==> src/rtl/nebula_pkg.sv <==
// Project-wide defaults shared by NoC blocks; instantiating blocks pass these into
// parameterised primitives such as nebula_fifo.
package nebula_pkg;

  localparam int unsigned NebulaFlitWidth = 32;
  localparam int unsigned NebulaFifoDepth = 8;

endpackage : nebula_pkg

==> src/rtl/nebula_fifo.sv <==
// Single-clock first-word-fall-through FIFO with full/empty, programmable almost flags
// and an occupancy count. Storage is not reset; only pointers and count are.
module nebula_fifo
  import nebula_pkg::*;
#(
  parameter int unsigned DATA_WIDTH          = NebulaFlitWidth,
  parameter int unsigned DEPTH               = NebulaFifoDepth,
  parameter int unsigned ALMOST_FULL_THRESH  = DEPTH - 2,
  parameter int unsigned ALMOST_EMPTY_THRESH = 2
) (
  input  logic                       clk,
  input  logic                       rst_n,
  input  logic                       wr_en,
  input  logic [DATA_WIDTH-1:0]      wr_data,
  output logic                       full,
  output logic                       almost_full,
  input  logic                       rd_en,
  output logic [DATA_WIDTH-1:0]      rd_data,
  output logic                       empty,
  output logic                       almost_empty,
  output logic [$clog2(DEPTH+1)-1:0] count
);

  localparam int unsigned PtrW = (DEPTH > 2) ? $clog2(DEPTH) : 1;
  localparam int unsigned CntW = $clog2(DEPTH + 1);

  logic [DATA_WIDTH-1:0] mem_q [DEPTH];
  logic [PtrW-1:0]       wr_ptr_q, wr_ptr_d;
  logic [PtrW-1:0]       rd_ptr_q, rd_ptr_d;
  logic [CntW-1:0]       count_q, count_d;
  logic                  wr_fire, rd_fire;

  assign full         = (count_q == CntW'(DEPTH));
  assign empty        = (count_q == '0);
  assign almost_full  = (32'(count_q) >= ALMOST_FULL_THRESH);
  assign almost_empty = (32'(count_q) <= ALMOST_EMPTY_THRESH);
  assign count        = count_q;
  assign rd_data      = mem_q[rd_ptr_q];

  // A full FIFO drops the write even when a read frees a slot in the same cycle.
  assign wr_fire = wr_en && !full;
  assign rd_fire = rd_en && !empty;

  always_comb begin
    wr_ptr_d = wr_ptr_q;
    rd_ptr_d = rd_ptr_q;
    count_d  = count_q;
    // Explicit wrap so non-power-of-two depths work.
    if (wr_fire) begin
      wr_ptr_d = (wr_ptr_q == PtrW'(DEPTH - 1)) ? '0 : wr_ptr_q + PtrW'(1);
    end
    if (rd_fire) begin
      rd_ptr_d = (rd_ptr_q == PtrW'(DEPTH - 1)) ? '0 : rd_ptr_q + PtrW'(1);
    end
    unique case ({wr_fire, rd_fire})
      2'b10:   count_d = count_q + CntW'(1);
      2'b01:   count_d = count_q - CntW'(1);
      default: count_d = count_q;
    endcase
  end

  always_ff @(posedge clk) begin
    if (!rst_n) begin
      wr_ptr_q <= '0;
      rd_ptr_q <= '0;
      count_q  <= '0;
    end else begin
      wr_ptr_q <= wr_ptr_d;
      rd_ptr_q <= rd_ptr_d;
      count_q  <= count_d;
    end
  end

  always_ff @(posedge clk) begin
    if (wr_fire) begin
      mem_q[wr_ptr_q] <= wr_data;
    end
  end

endmodule : nebula_fifo

==> config.mk <==
export PLATFORM = sky130hd
export DESIGN_NAME = nebula_fifo
export DESIGN_NICKNAME = d
export VERILOG_FILES = /design/src/rtl/nebula_pkg.sv /design/src/rtl/nebula_fifo.sv
export SDC_FILE = /design/constraint.sdc
export NUM_CORES = 1
export LEC_CHECK = 0
export BUFFER_PORTS_ARGS = -buffer_cell sky130_fd_sc_hd__buf_2
export CAP_MARGIN = 20
export CORE_ASPECT_RATIO = 0.75
export CORE_UTILIZATION = 35
export DETAILED_ROUTE_END_ITERATION = 16
export HOLD_SLACK_MARGIN = 0.06
export PLACE_DENSITY = 0.56
export SLEW_MARGIN = 40
export SYNTH_ARGS = -nofsm -noshare
export SYNTH_HDL_FRONTEND = slang
export SYNTH_SLANG_ARGS = --single-unit
==> constraint.sdc <==
create_clock -name clk -period 9 [get_ports clk]
set_clock_uncertainty 0.05 [all_clocks]
set_input_delay 2.7 -clock clk [delete_from_list [all_inputs] [get_ports clk]]
set_output_delay 2.7 -clock clk [all_outputs]
set_load 0.03 [all_outputs]
==> flow_results.org <==
** Critical path
- At the worst endpoint, the required time is between 6 and 7 ns.
- STA classifies the critical path endpoint as an output port.
- In this run the critical register-to-register path is launched from count[1]$_SDFFE_PN0P_.
- Highest net fanout along the worst path :: 40
- At the worst endpoint, the arrival time is 3.00 ns.
- STA classifies the critical path startpoint as a flop.
- For the worst flop-to-flop path, the logic depth is 9.
- The critical path is of the flop to output port type.
- The endpoint identified for the worst register-to-register timing path is count[2]$_SDFFE_PN0P_.
- Setup slack on the worst reg-to-reg path comes out at 6.13 ns.

** Place
- Dpl ws :: ~3.7 ns
- Final weighted congestion in routability-driven placement :: roughly 0.7
- Placed Instance Area :: 0.0114 sq mm
- Port buffering added 75 buffers.
- Detailed placement finished with a half-perimeter wire length of between 10,000 and 15,000 microns.

** Synth
- Summed over all instances, the cell type with the most area after synthesis is sky130_fd_sc_hd__edfxtp_1.
- The synthesized design contains ~270 register bits.
- Each instance of the synthesized netlist takes up on average 23.4 sq um.
- Share of the yosys chip area belonging to registers :: 0.757
- Post-Synth XOR/XNOR Area :: 0.00250
- Measured against the total synthesized area, the mux share comes to 0.190.
- By area, the combinational part of the netlist is dominated by multiplexers.
- Of the total synthesized cell area, the portion taken by AND, OR, NAND and NOR gates is 0.0191.
- Post-synthesis cell count :: 449
- Most common cell in the synthesized netlist :: sky130_fd_sc_hd__edfxtp_1
- Of the total synthesized cell area, the portion taken by full adders, half adders and majority gates is 0.00835.
- Mapped cell area :: 0.0105 sq mm
- Ranked by total cell area, the synthesized netlist is headed by sky130_fd_sc_hd__edfxtp_1, sky130_fd_sc_hd__mux4_1, sky130_fd_sc_hd__mux4_2.
- Syn_nets :: 492
- Among all flip-flop cells after synthesis, the most frequent one is sky130_fd_sc_hd__edfxtp_1.
- The share of synthesized area in the top cell type comes to 0.733.
- Fraction of the mapped netlist area in compound gates :: 0.00823
- EDFF count, synth :: 256
- Number of warning messages in the yosys log :: 0
- After synthesis, the share of flip-flops with an asynchronous set or reset is 0.
- The commonest cells after synthesis are sky130_fd_sc_hd__edfxtp_1, sky130_fd_sc_hd__mux4_1, sky130_fd_sc_hd__mux2_2.
- Number of distinct library cells after synthesis :: 34

** Power and ir drop
- For this design the static power due to leakage is 0.00399 uW.
- Pwr/cell area :: between 200 and 300 mW/mm^2
- Max VDD drop :: 0.154 mV
- Total power :: roughly 3200 uW

** Clock network
- Buffers inserted to repair hold after CTS numbered 0.
- Number of resized instances in the post-cts repair step :: 0
- Deepest level of the CTS H-tree :: 1
- Number of clock sinks :: about 270
- Clock tree from TritonCTS :: done
- The longest clock path from root to sink contains 3 buffers.
- Clock latency on the worst-skew pair, taken at its later pin, is roughly 0.52 ns.
- Clk Tree Root Cell :: sky130_fd_sc_hd__clkbuf_16
- Post-CTS Setup Bufs :: 0
- TritonCTS created 26 clock buffers.
- Clk slew on worst S/H paths :: 0.06 ns

** Floorplan
- Measured along the y axis, the die boundary spans 152 microns.
- Floorplan die area :: roughly 0.03 sq mm
- For this design the top-level I/O count stands at 76.
- Initial core utilization :: 0.359
- Area of the placeable core :: ~0.029 sq mm
- The die is 202 microns wide.
- After floorplanning, the core was divided into 54 placement rows.

** Global routing
- GRT Residual Overflow :: 0
- First-pass GRT wire length :: roughly 32,000 microns
- Overall track demand over capacity in global routing :: 0.138
- Entering global routing, the biggest net connects 65 pins.
- Number of antenna violations at the first check in global routing :: 3
- Vias in the first global route :: just over 5,000

** Timing
- In the post-route analysis, the smallest setup slack over all paths is about 3.3 ns.
- Headroom to the max-slew limit came out at 0.508.
- Setup repair after global routing left no endpoint under its margin.
- Fmax :: between 150 and 200 MHz
- Ratio of final minimum period to clock period :: 0.639
- Final setup violation count :: 0
- Counting I/O delays and the setup requirement, the final critical path takes approximately 5.7 ns.
- Summed over all failing endpoints, the final setup total negative slack is 0 ns.
- Transition at the pin with the smallest max-transition slack :: approximately 0.74 ns
- The count of pins over their slew limit was 0.
- Final number of hold-violating endpoints :: 0

** Routing
- Number of nets with antenna violations after routing :: 0
- DRT iter0 DRCs :: 208
- After detailed routing, the average wire length per cell comes to between 20 and 25 microns.
- After detailed routing, the total wire length is about 21,000 microns.
- For this run, design rule violations remaining after detail routing come to 0.
- Total number of vias :: ~4,700
- After detailed routing, the number of vias per cell comes to about 4.9.
- The first detailed-routing pass took 4 iterations.

** Hold path
- Worst min-delay path class :: flop to flop
- The worst hold path was traced through 2 stages.
- Startpoint of the worst hold path :: rd_ptr_q[2]$_SDFFE_PN0N_

** Final layout
- Of the cells placed in the final design, the portion with a size suffix greater than 1 is 0.345.
- Fill cells in the final layout number between 2,000 and 3,000.
- Relative to the synthesized area, the layout overhead comes to 16.4%.
- Fin nets :: 588
- Summing all multi-input logic gate instances after layout gives 0.00245 sq mm.
- Post-layout instance area :: between 0.01 and 0.015 sq mm
- The sequential cells in the finished layout cover a total of 0.00795 sq mm.

** Run status
- Outcome :: finished clean

** Job
- Max Cap Violations :: 0
==> metal layers <==
metal / part of all wire / GRT usage
met3: 0.044 / 0.0311
met5: 0.0015 / 0
met1: 0.46 / 0.188
met2: 0.47 / 0.225
met4: 0.017 / 0.0296
==> state kept, by name (all words and copies together), names as in the netlist, named ones only <==
signal / flops
rd_ptr_q: 3
count: 4
mem_q: 256
wr_ptr_q: 3
==> power by group <==
group / total [uW] / switching [uW] / internal (uW)
sequential: 1490 / 54.4 / 1440
clock: 1050 / 442 / 605
combinational: 683 / 385 / 299
==> metrics by stage <==
stage / utilization / cells / hold slack, ns
2_1_floorplan: - / 449 / 0.417
3_3_place_gp: 0.389 / 909 / 0.419
3_5_place_dp: 0.389 / 909 / 0.462
4_1_cts: 0.417 / 957 / 0.471
5_1_grt: 0.417 / 957 / 0.501
6_report: 0.417 / 958 / 0.470
==> final cells by class <==
cell class | instances | area share
flip-flops and latches | 269 | 0.651
well taps | 392 | 0.0402
diodes | 1 | 0.000205
inverters | 1 | 0.000307
clock inverters | 15 | 0.0102
repair buffers | 90 | 0.0403
clock buffers | 33 | 0.0572
multi-input cells | 157 | 0.200
==> worst max-delay path, cell delays in order (launching register included) <==
cell and delay [ns]:
sky130_fd_sc_hd__dfxtp_4 0.64, sky130_fd_sc_hd__buf_4 0.68, sky130_fd_sc_hd__mux4_1 0.67, sky130_fd_sc_hd__mux2_2 0.28, sky130_fd_sc_hd__buf_2 0.18
==> how the worst max path moves through the flow <==
stage / end / slack [ns] / cells after the start
floorplan: mem_q[0][0]$_DFFE_PP_ / 2.47 / 3
global placement: rd_data[18] / 3.74 / 4
detailed placement: rd_data[18] / 3.70 / 4
CTS: rd_data[18] / 3.13 / 4
global route: rd_data[18] / 3.05 / 4
finish: rd_data[18] / 3.25 / 4
==> layout by cell type (no fill, tap or decap), drive strengths merged <==
master,synthesis,final
edfxtp,256,256
buf,19,90
mux4,64,64
clkbuf,3,33
mux2,32,32
dfxtp,13,13
clkinv,0,10
ha,7,7
nand2,6,6
nand2b,6,6
nor2b,5,5
nor3,5,5
mux2i,4,4
nor2,4,4
a21oi,3,3
clkinvlp,0,3
a21boi,3,3
xor2,2,2
or3,2,2
nor3b,2,2
o21ai,2,2
bufinv,0,2
nor4,2,2
diode,0,1
nor4b,1,1
nand3b,1,1
o41ai,1,1
inv,1,1
a211oi,1,1
xnor2,1,1
and2,1,1
o22ai,1,1
a32oi,1,1
==> cells by family (layout without fill, tap and decap cells) <==
group	Yosys count	after routing
flops	269	269
mux	100	100
simple gates	35	35
buf+inv	23	139
compound gates	12	12
fa+ha+maj	7	7
xor+xnor	3	3
other cells	0	1
No activity file was read; power rests on OpenSTA's default activity.
